===== config.mk =====
export PLATFORM = sky130hd
export DESIGN_NAME = rq_req_arbiter_x8
export DESIGN_NICKNAME = d
export VERILOG_FILES = /design/src/rtl/rq_req_arbiter_x8.sv
export SDC_FILE = /design/constraint.sdc
export NUM_CORES = 1
export LEC_CHECK = 0
export ABC_AREA = 0
export BUFFER_PORTS_ARGS = -buffer_cell sky130_fd_sc_hd__buf_2
export CAP_MARGIN = 20
export CORE_AREA = 2 2 433 435
export CTS_CLUSTER_SIZE = 20
export DETAILED_ROUTE_END_ITERATION = 6
export DIE_AREA = 0 0 435 437
export HOLD_SLACK_MARGIN = 0.12
export PLACE_DENSITY = 0.3
export SYNTH_ARGS = -nofsm -noshare
export SYNTH_HDL_FRONTEND = slang
export SYNTH_SLANG_ARGS = --single-unit

===== constraint.sdc =====
create_clock -name user_clk -period 6 [get_ports user_clk]
set_input_delay 0.6 -clock user_clk [delete_from_list [all_inputs] [get_ports user_clk]]
set_output_delay 0.6 -clock user_clk [all_outputs]
set_load 0.005 [all_outputs]

===== src/rtl/rq_req_arbiter_x8.sv =====
// rq_req_arbiter_x8
//
// Packet-level round-robin arbiter that shares one 256-bit requester-request
// (RQ) stream between NUM_REQ upstream requesters. A grant is held from the
// first beat to the tlast beat of a packet, so beats of different packets
// never interleave. Non-posted (NP) packets consume a credit on their first
// accepted beat. Credits are returned by np_done pulses. NP requesters are
// held off while all MAX_NP credits are in use. Posted requesters keep being
// served.
//
// Parameters:
//   DATA_WIDTH  beat width in bits
//   KEEP_WIDTH  dword keep width (DATA_WIDTH / 32)
//   NUM_REQ     number of requester ports (2..8)
//   MAX_NP      maximum outstanding NP requests (1..255)
//
// Ports:
//   user_clk, user_reset_n   clock, asynchronous active-low reset
//   req_t*                   per-requester AXI-S inputs; requester i at slice i
//   req_tready               per-requester ready; only the granted port sees tready
//   s_axis_rq_t*             merged stream to the RQ adapter
//   np_done                  one-cycle pulse that releases one NP credit
//   np_outstanding           current NP credit count
//   grant                    one-hot active grant; zero while idle
module rq_req_arbiter_x8 #(
  parameter int unsigned DATA_WIDTH = 256,
  parameter int unsigned KEEP_WIDTH = DATA_WIDTH / 32,
  parameter int unsigned NUM_REQ    = 3,
  parameter int unsigned MAX_NP     = 32
) (
  input  logic                             user_clk,
  input  logic                             user_reset_n,

  input  logic [NUM_REQ*DATA_WIDTH-1:0]    req_tdata,
  input  logic [NUM_REQ*KEEP_WIDTH-1:0]    req_tkeep,
  input  logic [NUM_REQ*4-1:0]             req_tuser,
  input  logic [NUM_REQ-1:0]               req_tlast,
  input  logic [NUM_REQ-1:0]               req_tvalid,
  output logic [NUM_REQ-1:0]               req_tready,

  output logic [DATA_WIDTH-1:0]            s_axis_rq_tdata,
  output logic [KEEP_WIDTH-1:0]            s_axis_rq_tkeep,
  output logic [3:0]                       s_axis_rq_tuser,
  output logic                             s_axis_rq_tlast,
  output logic                             s_axis_rq_tvalid,
  input  logic                             s_axis_rq_tready,

  input  logic                             np_done,
  output logic [7:0]                       np_outstanding,
  output logic [NUM_REQ-1:0]               grant
);

  localparam int unsigned IdxW = (NUM_REQ > 1) ? $clog2(NUM_REQ) : 1;
  // One extra bit so rr_ptr + offset cannot wrap before the modulo step.
  localparam int unsigned SumW = IdxW + 1;

  localparam logic [7:0]      MaxNp   = 8'(MAX_NP);
  localparam logic [IdxW-1:0] LastIdx = IdxW'(NUM_REQ - 1);
  localparam logic [SumW-1:0] NumReqS = SumW'(NUM_REQ);

  typedef enum logic [0:0] {
    StIdle,
    StPass
  } state_e;

  state_e              state_q, state_d;
  logic [NUM_REQ-1:0]  grant_q, grant_d;
  logic [IdxW-1:0]     gidx_q, gidx_d;
  logic [IdxW-1:0]     rr_ptr_q, rr_ptr_d;
  logic [7:0]          np_cnt_q, np_cnt_d;
  logic                first_beat_q, first_beat_d;

  logic [NUM_REQ-1:0]  head_np;
  logic [NUM_REQ-1:0]  eligible;
  logic                pick_found;
  logic [IdxW-1:0]     pick_idx;
  logic [SumW-1:0]     cand_sum;
  logic [IdxW-1:0]     cand;
  logic                beat_acc;
  logic                np_inc;
  logic                np_dec;

  // Reads (fmt bit 30 clear), I/O writes and Cfg writes are non-posted.
  function automatic logic is_np(input logic fmt_b30, input logic [4:0] tlp_type);
    logic io_cfg_wr;
    io_cfg_wr = (tlp_type == 5'b00010) || (tlp_type == 5'b00100) || (tlp_type == 5'b00101);
    return !fmt_b30 || io_cfg_wr;
  endfunction

  // ---------------------------------------------------------------------------
  // Head-packet classification and eligibility
  // ---------------------------------------------------------------------------
  // In IDLE every presented beat is the first beat of that requester's next
  // packet, so tdata[31:24] is the header byte of the candidate packet.
  always_comb begin
    head_np  = '0;
    eligible = '0;
    for (int i = 0; i < NUM_REQ; i++) begin
      head_np[i]  = is_np(req_tdata[i*DATA_WIDTH + 30], req_tdata[i*DATA_WIDTH + 24 +: 5]);
      eligible[i] = req_tvalid[i] && (!head_np[i] || (np_cnt_q < MaxNp));
    end
  end

  // ---------------------------------------------------------------------------
  // Round-robin pick: first eligible index at or after rr_ptr, modulo NUM_REQ
  // ---------------------------------------------------------------------------
  always_comb begin
    pick_found = 1'b0;
    pick_idx   = '0;
    cand_sum   = '0;
    cand       = '0;
    for (int k = 0; k < NUM_REQ; k++) begin
      cand_sum = {1'b0, rr_ptr_q} + SumW'(k);
      if (cand_sum >= NumReqS) begin
        cand_sum = cand_sum - NumReqS;
      end
      cand = cand_sum[IdxW-1:0];
      if (!pick_found && eligible[cand]) begin
        pick_found = 1'b1;
        pick_idx   = cand;
      end
    end
  end

  // ---------------------------------------------------------------------------
  // Datapath: combinational pass-through of the granted requester
  // ---------------------------------------------------------------------------
  always_comb begin
    s_axis_rq_tdata  = '0;
    s_axis_rq_tkeep  = '0;
    s_axis_rq_tuser  = '0;
    s_axis_rq_tlast  = 1'b0;
    s_axis_rq_tvalid = 1'b0;
    req_tready       = '0;
    if (state_q == StPass) begin
      for (int i = 0; i < NUM_REQ; i++) begin
        if (grant_q[i]) begin
          s_axis_rq_tdata  = req_tdata[i*DATA_WIDTH +: DATA_WIDTH];
          s_axis_rq_tkeep  = req_tkeep[i*KEEP_WIDTH +: KEEP_WIDTH];
          s_axis_rq_tuser  = req_tuser[i*4 +: 4];
          s_axis_rq_tlast  = req_tlast[i];
          s_axis_rq_tvalid = req_tvalid[i];
          req_tready[i]    = s_axis_rq_tready;
        end
      end
    end
  end

  assign beat_acc = s_axis_rq_tvalid && s_axis_rq_tready;

  // ---------------------------------------------------------------------------
  // Arbitration state machine
  // ---------------------------------------------------------------------------
  always_comb begin
    state_d      = state_q;
    grant_d      = grant_q;
    gidx_d       = gidx_q;
    rr_ptr_d     = rr_ptr_q;
    first_beat_d = first_beat_q;
    np_inc       = 1'b0;

    unique case (state_q)
      StIdle: begin
        if (pick_found) begin
          state_d           = StPass;
          grant_d           = '0;
          grant_d[pick_idx] = 1'b1;
          gidx_d            = pick_idx;
          first_beat_d      = 1'b1;
        end
      end

      StPass: begin
        if (beat_acc) begin
          first_beat_d = 1'b0;
          // The credit is taken when the first beat actually leaves.
          np_inc       = first_beat_q && head_np[gidx_q];
          if (s_axis_rq_tlast) begin
            state_d  = StIdle;
            grant_d  = '0;
            rr_ptr_d = (gidx_q == LastIdx) ? '0 : gidx_q + 1'b1;
          end
        end
      end

      default: begin
        state_d = StIdle;
        grant_d = '0;
      end
    endcase
  end

  // ---------------------------------------------------------------------------
  // NP credit counter
  // ---------------------------------------------------------------------------
  // A completion in the same cycle as a new NP launch cancels out. A completion
  // with nothing outstanding is dropped.
  always_comb begin
    np_dec   = np_done && (np_cnt_q != 8'd0);
    np_cnt_d = np_cnt_q;
    if (np_inc && !np_dec) begin
      if (np_cnt_q < MaxNp) begin
        np_cnt_d = np_cnt_q + 8'd1;
      end
    end else if (np_dec && !np_inc) begin
      np_cnt_d = np_cnt_q - 8'd1;
    end
  end

  always_ff @(posedge user_clk or negedge user_reset_n) begin
    if (!user_reset_n) begin
      state_q      <= StIdle;
      grant_q      <= '0;
      gidx_q       <= '0;
      rr_ptr_q     <= '0;
      np_cnt_q     <= '0;
      first_beat_q <= 1'b0;
    end else begin
      state_q      <= state_d;
      grant_q      <= grant_d;
      gidx_q       <= gidx_d;
      rr_ptr_q     <= rr_ptr_d;
      np_cnt_q     <= np_cnt_d;
      first_beat_q <= first_beat_d;
    end
  end

  assign grant          = grant_q;
  assign np_outstanding = np_cnt_q;

endmodule

=== Word level (Yosys, flattened, before mapping) ===
Index checks and enable logic that the tools add are counted.
W data, S select, Z words.

* Add/subtract/negate cells: 8
* Magnitude comparators: 10
* Eq/ne operators: 14
* Muxes and demuxes: 60
* Bitwise operators: 1
* Reductions and logical operators: 40

{| class="wikitable"
|+ Operators by type and width
! cell !! count
|-
| $mux W256 || 4
|-
| $mux W8 || 7
|-
| $eq A5 B3 Y1 const B || 6
|-
| $mux W1 || 26
|-
| $mux W4 || 4
|-
| $eq A5 B2 Y1 const B || 3
|-
| $lt A2 B3 Y1 const B || 5
|-
| $mux W2 || 7
|-
| $logic_or A1 B1 Y1 || 12
|-
| $mux W3 || 4
|-
| $logic_and A1 B1 Y1 || 11
|-
| $logic_not A1 Y1 || 10
|-
| $add A8 B1 Y8 const B || 1
|-
| $bmux W1 S2 || 4
|-
| $lt A8 B6 Y1 const B || 1
|-
| $reduce_bool A8 Y1 || 1
|-
| $sub A8 B1 Y8 const B || 1
|-
| $ge A3 B2 Y1 const B || 2
|-
| $pmux W3 S2 || 1
|-
| $reduce_and A2 Y1 || 3
|-
| $reduce_and A3 Y1 || 2
|-
| $sub A2 B2 Y2 const B || 3
|-
| $ne A2 B1 Y1 const B || 2
|-
| $ne A2 B2 Y1 const B || 2
|-
| other kinds (10) || 11
|}

* Register bits after elaboration: 17
* Input port bits: 814
* Logic and storage cells: 139

=== Depth between registers and ports, before layout ===
Gate-level depths: netlist (run 1).

* Depth after elaboration: 22
* Mapped depth: 13
* Gate-level depth less buffers: 12

=== Worst setup path before layout (run 1) ===
OpenSTA, ideal clock, no wires.

* Path type: input to register
* From: in req_tdata[28]
* To: reg np_cnt_q[7], in the netlist np_outstanding[7]
* Library setup time: 87 ps
* Arrival time: 3,612 ps
* Required time: 5,913 ps
* Path slack: 2,302 ps
* Cell stages on the path: 12
* Buffers on the path: 0
* Path through: or4b_1 -> o211a_1 -> or3_4 -> a31oi_4 -> nand2_1 -> ha_1 -> a21o_1 -> o21ba_2 -> o21a_1 -> o221a_2 -> or4_1 -> o211ai_1

* Longest elaborated chain between the ends: 13
* Elaborated cells between the ends (all ways): 18
* Those cells by class: 4 x eq/ne; 5 x mux; 9 x reduce/logical

{| class="wikitable"
|+ Ends and longest elaborated chain
! item !! RTL line !! RTL
|-
| start: declaration || 34 || <nowiki>input logic [NUM_REQ*DATA_WIDTH-1:0] req_tdata,</nowiki>
|-
| $eq A5 B2 Y1 or $eq A5 B3 Y1 (tied branches) || 86 || <nowiki>io_cfg_wr = (tlp_type == 5'b00010) || (tlp_type == 5'b00100) || (tlp_type == 5'b00101);</nowiki>
|-
| $logic_or A1 B1 Y1 || 86 ||
|-
| $logic_or A1 B1 Y1 (*) || 86 ||
|-
| $logic_or A1 B1 Y1 (*) || 87 || <nowiki>return !fmt_b30 || io_cfg_wr;</nowiki>
|-
| $bmux W1 S2 (*) || 177 || <nowiki>np_inc = first_beat_q && head_np[gidx_q];</nowiki>
|-
| $mux W1 (implied by the code) (*) || 177 ||
|-
| $logic_and A1 B1 Y1 (*) || 177 ||
|-
| $mux W1 (*) || 174 || <nowiki>if (beat_acc) begin</nowiki>
|-
| $mux W1 (*) || 162 || <nowiki>unique case (state_q)</nowiki>
|-
| $logic_not A1 Y1 || 205 || <nowiki>end else if (np_dec && !np_inc) begin</nowiki>
|-
| $logic_and A1 B1 Y1 || 205 ||
|-
| $reduce_bool A2 Y1 (no source line) || -- ||
|-
| $reduce_and A2 Y1 (no source line) || -- ||
|-
| end signal: assignment || 223 || <nowiki>np_cnt_q <= np_cnt_d;</nowiki>
|-
| end: declaration || 70 || <nowiki>logic [7:0] np_cnt_q, np_cnt_d;</nowiki>
|}

Mark *: on every way between the ends. The rest lies on a longest branch, timed or not. The select of a mux whose other input is x is not followed.
A chain may end at the register's enable or synchronous reset.

=== Worst setup path in the final report (run 1) ===
* From: reg grant_q[2], in the netlist grant[2]
* To: out s_axis_rq_tdata[150]

* Longest elaborated chain between the ends: 2

{| class="wikitable"
|+ Ends and longest elaborated chain
! item !! RTL line !! RTL
|-
| start: declaration || 67 || <nowiki>logic [NUM_REQ-1:0] grant_q, grant_d;</nowiki>
|-
| start signal: assignment || 220 || <nowiki>grant_q <= grant_d;</nowiki>
|-
| $mux W256 || 137 || <nowiki>if (grant_q[i]) begin</nowiki>
|-
| $mux W256 || 135 || <nowiki>if (state_q == StPass) begin</nowiki>
|-
| end: declaration || 41 || <nowiki>output logic [DATA_WIDTH-1:0] s_axis_rq_tdata,</nowiki>
|}

Every way passes these cells.

==> results.md, run 1 <==
- Iteration count of the initial detailed-routing pass: 7
- IO buf count: 1097
- Max_cap viols: 0
- GP Congestion: 1.01
- Fin worst setup slack: 1.91 ns
- CTS resizes: 0
- Vias in the first global route: 14600
- Final setup vio count: 0
- Final WL: 141000 µm
- Synth Net Count: 2182
- Worst-case clock buffer depth: 2
- Final-report hold violation count: 0
- Critical Path RT: 5.40 ns
- Register-to-register path setup slack: 2.03 ns
- Slew margin rel.: 32.0%
- Top cells by count, synth: 535 x nor2_1, 270 x a21oi_1, 263 x a22oi_1
- DRC viols: 0
- Core area: 0.185 mm²
- First-pass GRT wire length: 171000 µm
- Total Power: 0.00965 W
- Initial antenna violation count: 140
- Number of synthesized flops with an enable pin: 0
- Drt wl/cell: 29.0 µm
- LEAKAGE: 7.73 nW
- Syn avg cell area: 5.34 µm²
- Hold crit path type: primary input to asynchronous set/reset pin
- Setup Crit Path Kind: register to primary output
- Sequential share of the synthesized area: 5.86%
- I/O pins: 1098
- Synth Warn #: 0
- Final setup TNS: 0 ns
- CTS root buf: clkbuf_16
- Yosys top cell by area: nor2_1
- Peak supply drop: 189 µV
- Cells after Synth: 1359
- Minimum clock period after layout: 4.09 ns
- Nets: 3165
- Library cells used by synthesis: 49
- Crit path DAT: 3.49 ns
- Vias: 15100
- Pin count of the biggest net entering global routing: 171
- Die X: 435 µm
- Clock skew: 0.0128 ns
- Fmax: 244 MHz
- CTS hold repair buffers: 0
- Fin crit share: 68.2%
- Iteration-0 DRC Markers: 946
- Share of cells above drive strength 1: 49.1%
- Synth-to-Final Area Change: 117%
- Worst-skew pair later-pin latency: 0.26 ns
- Grt ovf: 0
- Synth Cell Area: 0.00726 mm²
- Yosys reg bits: 17
- RSZ-0062 raised after global routing: no
- Via density: 3.10
- Clk sinks: 17
- Worst setup SP type: register
- Num CTS Buffers: 3
- Setup WS pre-CTS: 1.88 ns
- Clk pin slew, worst setup/hold paths: 0.06 ns
- Die area: 0.190 mm²
- Synth area leaders: nor2_1 28%, a22oi_1 27%, a21oi_1 19%
- CP Max Fanout: 89
- DIE HEIGHT: 437 µm
- Worst-margin pin slew: 1.02 ns
- CP endpoint kind: primary output
- Max-slew violation count: 0
- Count leader, synth: nor2_1
- Setup bufs post-CTS: 0
- Power Density: 612 mW/mm²
- Post-route ant nets: 0
- Dpl hpwl: 128000 µm
- Synth top area share: 27.7%
- Starting density of the core: 3.92%
- Total track usage: 14.0%
- Run status: completed
- H-tree depth: 1
- Post-synth ARST share: 100%
- Commonest register cell after synthesis: dfrtp_1
- Core Rows: 158
- CTS tree: done
## worst max-delay path, stage by stage, from the launching register on
cell	delay, ns
dfrtp_4	0.88
buf_4	0.65
buf_4	0.79
a21oi_1	0.20
nor2_1	0.36
buf_2	0.26
## path summary, 6_finish.rpt
| check | from | end | depth (start not counted) |
|---|---|---|---|
| min | user_reset_n | gidx_q[0]$_DFFE_PN0P_ | 1 |
| max reg2reg | grant[2]$_DFFE_PN0P_ | np_outstanding[7]$_DFFE_PN0P_ | 12 |
| min in group user_clk | first_beat_q$_DFFE_PN0P_ | first_beat_q$_DFFE_PN0P_ | 1 |
| max | grant[2]$_DFFE_PN0P_ | s_axis_rq_tdata[150] | 5 |
| min reg2reg | first_beat_q$_DFFE_PN0P_ | first_beat_q$_DFFE_PN0P_ | 1 |
| max in group asynchronous | user_reset_n | grant[2]$_DFFE_PN0P_ | 1 |
## cells by family (layout without fill, tap and decap cells)
family	after synthesis	in the layout	share of synthesized area [%]
other	0	35	0
muxes	10	10	1.50
adders and majority gates	9	9	1.65
buffers and inverters	159	1141	8.22
xor gates and xnor gates	5	5	0.603
AOI/OAI and AO/OA	573	573	50.3
DFF	17	17	5.86
and+or+nand+nor	586	586	31.9
## sequential cells by signal, summed over array words and instances (netlist names)
| signal | count |
|---|---|
| first_beat_q | 1 |
| grant | 3 |
| rr_ptr_q | 2 |
| np_outstanding | 8 |
| gidx_q | 2 |
| state_q | 1 |
## metal layers
metal	global-route usage, %	up-vias	share of wire, %	routed length [µm]
met1	16.4	7118	39	55300
met2	24.1	755	48	67600
met3	6.25	208	11	15000
met5	0	-	0.48	671
li1	-	6894	-	-
met4	1.48	102	1.7	2370
## through the flow
stage                     hold WS (ns)  area [µm²]  std cells  util [%]
after floorplan                  0.304        7260       1359         -
after global placement           0.461       15600       4817      8.43
after detailed placement         0.469       15600       4817      8.43
after CTS                        0.317       15700       4821      8.47
after global routing             0.332       15700       4826      8.48
final                            0.307       15800       4856      8.52
## area by class of cell
class | instances | area (µm²)
clock buffer | 3 | 75.1
multi-input combinational | 1183 | 6240
tap | 2480 | 3100
antenna | 35 | 87.6
clock inverter | 1 | 5.00
fill | 22300 | 169000
sequential | 17 | 433
timing repair buffer | 1129 | 5780
inverter | 8 | 37.5
## where the power goes
group          total, W  switching, W  internal (W)
Clock          0.000139     0.0000496     0.0000894
Sequential     0.000376      0.000202      0.000175
Combinational   0.00914       0.00651       0.00263
Total           0.00965       0.00676       0.00289
## layout by cell type (no fill, tap or decap), types with 2 or more instances in the layout
cell type and instances:
a211oi_1 3, a21boi_0 2, a21o_1 4, a21oi_1 270, a221oi_1 4, a22o_1 2
a22oi_1 263, and3_1 4, buf_12 4, buf_2 1097, buf_4 28, clkbuf_16 3
dfrtp_1 15, dfrtp_4 2, diode_2 35, ha_1 8, inv_1 7, mux2_2 4
mux2i_1 5, nand2_1 14, nand3_1 2, nor2_1 535, nor2b_1 5, nor3_1 5
nor4_1 3, o211ai_1 3, o21a_1 2, o21ai_0 6, o31ai_1 2, or3_1 6
or4b_1 6, xnor2_1 3, xor2_1 2
Note: power is estimated with default switching activity, not from simulation.
==> run 2: changes to the inputs <==
--- a/config.mk
+++ b/config.mk
@@ -5,7 +5,7 @@
 export SDC_FILE = /design/constraint.sdc
 export NUM_CORES = 1
 export LEC_CHECK = 0
-export ABC_AREA = 0
+export ABC_AREA = 1
 export BUFFER_PORTS_ARGS = -buffer_cell sky130_fd_sc_hd__buf_2
 export CAP_MARGIN = 20
 export CORE_AREA = 2 2 433 435
==> constraint.sdc (replaced) <==
create_clock -name user_clk -period 4.1 [get_ports user_clk]
set_input_delay 0.41 -clock user_clk [delete_from_list [all_inputs] [get_ports user_clk]]
set_output_delay 0.41 -clock user_clk [all_outputs]
set_load 0.005 [all_outputs]
==> results.md, run 2 <==
- DRC viols: 0
- Number of synthesized flops with an enable pin: 0
- Hold crit path type: primary input to asynchronous set/reset pin
- CTS hold repair buffers: 0
- Worst-skew pair later-pin latency: 0.26 ns
- Gr busiest metal: met2
- Nets: 3241
- Max FFs per register: 8
- Die X: 435 µm
- Sequential share of the synthesized area: 6.08%
- Fmax: 281 MHz
- Minimum clock period after layout: 3.56 ns
- Initial antenna violation count: 154
- Slew margin rel.: 16.1%
- RSZ-0062 raised after global routing: no
- Power Density: 90.2 mW/mm²
- Yosys top cell by area: a21oi_1
- Drt wl/cell: 33.3 µm
- Syn avg cell area: 4.94 µm²
- Post-route ant nets: 0
- Yosys reg bits: 17
- Iteration-0 DRC Markers: 1039
- Die area: 0.190 mm²
- Grt ovf: 0
- Synth Net Count: 2241
- Most frequent cells in the layout: 1097 x buf_2, 537 x a21oi_1, 317 x nand2_1
- Setup bufs post-CTS: 0
- Final WL: 164000 µm
- IO buf count: 1097
- I/O pins: 1098
- M1 GR Usage: 19.5%
- FF/Latch Area: 437 µm²
- GP Congestion: 1.07
- Commonest non-fill, non-tap cell in the layout: buf_2
- Synth top area share: 38.4%
- Share of cells above drive strength 1: 48.3%
- Count leader, synth: a21oi_1
- Synth-to-Final Area Change: 124%
- Critical path's top delay family: buffers and inverters
- Peak supply drop: 139 µV
- Run status: completed
- Critical-path cell list: inv_2, nand2_1, inv_8, buf_12, nand2_1, a21oi_1, buf_2
- Multi-input logic area: 0.00588 mm²
- Core Rows: 158
- CP Max Fanout: 125
- CP endpoint kind: primary output
- Synth Warn #: 0
- Fill count: 22500
- Total track usage: 16.4%
- Worst-margin pin slew: 1.25 ns
- Crit path DAT: 3.15 ns
- Num CTS Buffers: 3
- DIE HEIGHT: 437 µm
- Top cells by count, synth: 537 x a21oi_1, 317 x nand2_1, 279 x o21ai_0
- Clk pin slew, worst setup/hold paths: 0.06 ns
- Core area: 0.185 mm²
- CTS root buf: clkbuf_16
- CP max stage cell: a21oi_1
- Cells after Synth: 1418
- Fin crit share: 86.9%
- Vias: 16200
- Critical Path RT: 3.69 ns
- Final setup TNS: 0 ns
- WP buf/inv: 4
- Final-report hold violation count: 0
- Worst-case clock buffer depth: 2
- Cell repeated most along the worst path: nand2_1
- Setup Crit Path Kind: register to primary output
- Met2 global-route usage: 29.0%
- Via density: 3.28
- Final setup vio count: 0
- First-pass GRT wire length: 200000 µm
- Starting density of the core: 3.78%
- Post-synth ARST share: 100%
- Commonest register cell after synthesis: dfrtp_1
- Vias in the first global route: 16100
- LEAKAGE: 7.30 nW
- CTS tree: done
- Synth area leaders: a21oi_1 38%, o21ai_0 20%, nand2_1 17%
- Max-slew violation count: 0
- Iteration count of the initial detailed-routing pass: 5
- H-tree depth: 1
- CTS resizes: 0
- Slowest cell delay on critical path: 0.60 ns
- Met3 usage: 4.64%
- Worst setup SP type: register
- Dpl hpwl: 146000 µm
- Max_cap viols: 0
- Synth Cell Area: 0.00700 mm²
- Clk sinks: 17
- Library cells used by synthesis: 35
- Clock skew: 0.00309 ns
- Pin count of the biggest net entering global routing: 126
- Final core utilization: 8.48%
-- run 2: changes by cell type after synthesis, moves of 18 or more --
cell and change:
nand3_1 +18, nand2_1 +303, inv_1 +20, a22oi_1 -262, nor2_1 -521, a21oi_1 +267, o21ai_0 +273
-- run 2: logic make-up after synthesis --
group	Yosys count	synth area share, %
AND/OR/NAND/NOR	366	20.9
buffers and inverters	182	9.89
XOR/XNOR	7	0.876
flip-flops	17	6.08
AO/OA/AOI/OAI	837	60.5
adder cells (fa/ha/maj)	9	1.72
-- run 2: layer usage --
metal,routed length [µm],up-vias
li1,-,7030
met1,66600,7936
met5,309,-
met2,80400,892
met3,11800,300
met4,5180,52
-- run 2: path summary, 6_finish.rpt --
check                                                    from  slack, ns                            end  cells past startpoint
worst max register to register           grant[1]$_DFFE_PN0P_       0.77  np_outstanding[6]$_DFFE_PN0P_                     17
max in group asynchronous                        user_reset_n       3.61           grant[2]$_DFFE_PN0P_                      1
min in group user_clk           np_outstanding[7]$_DFFE_PN0P_       0.50  np_outstanding[7]$_DFFE_PN0P_                      1
worst min register to register  np_outstanding[7]$_DFFE_PN0P_       0.50  np_outstanding[7]$_DFFE_PN0P_                      1
worst max-delay path                     grant[1]$_DFFE_PN0P_       0.54            s_axis_rq_tdata[81]                      7
worst min-delay path                             user_reset_n       0.11  np_outstanding[5]$_DFFE_PN0P_                      1
-- run 2: power by group --
group          internal (W)  switching [W]  total, W
sequential         0.000209      0.0000589  0.000268
combinational      0.000442       0.000494  0.000936
clock              0.000131      0.0000811  0.000212
-- run 2: through the flow --
step | worst slack, ns | power (W) | area, µm² | cells | hold slack (ns)
3_3_place_gp | 0.705 | 0.00122 | 15500 | 4892 | 0.413
2_1_floorplan | 1.44 | 0.000550 | 7000 | 1418 | 0.114
3_5_place_dp | 0.761 | 0.00121 | 15500 | 4893 | 0.414
5_1_grt | 0.502 | 0.00153 | 15700 | 4924 | 0.141
6_report | 0.538 | 0.00142 | 15700 | 4938 | 0.109
4_1_cts | 0.611 | 0.00143 | 15600 | 4897 | 0.126
-- run 2: final cells by class --
cell class                 count  share of cell area (%)
tap                         2480                    19.8
antenna                       41                   0.654
clock buffer                   3                   0.478
clock inverter                 1                  0.0319
timing repair buffer        1143                    37.9
inverter                      34                   0.925
multi-input combinational   1219                    37.5
sequential                    17                    2.78
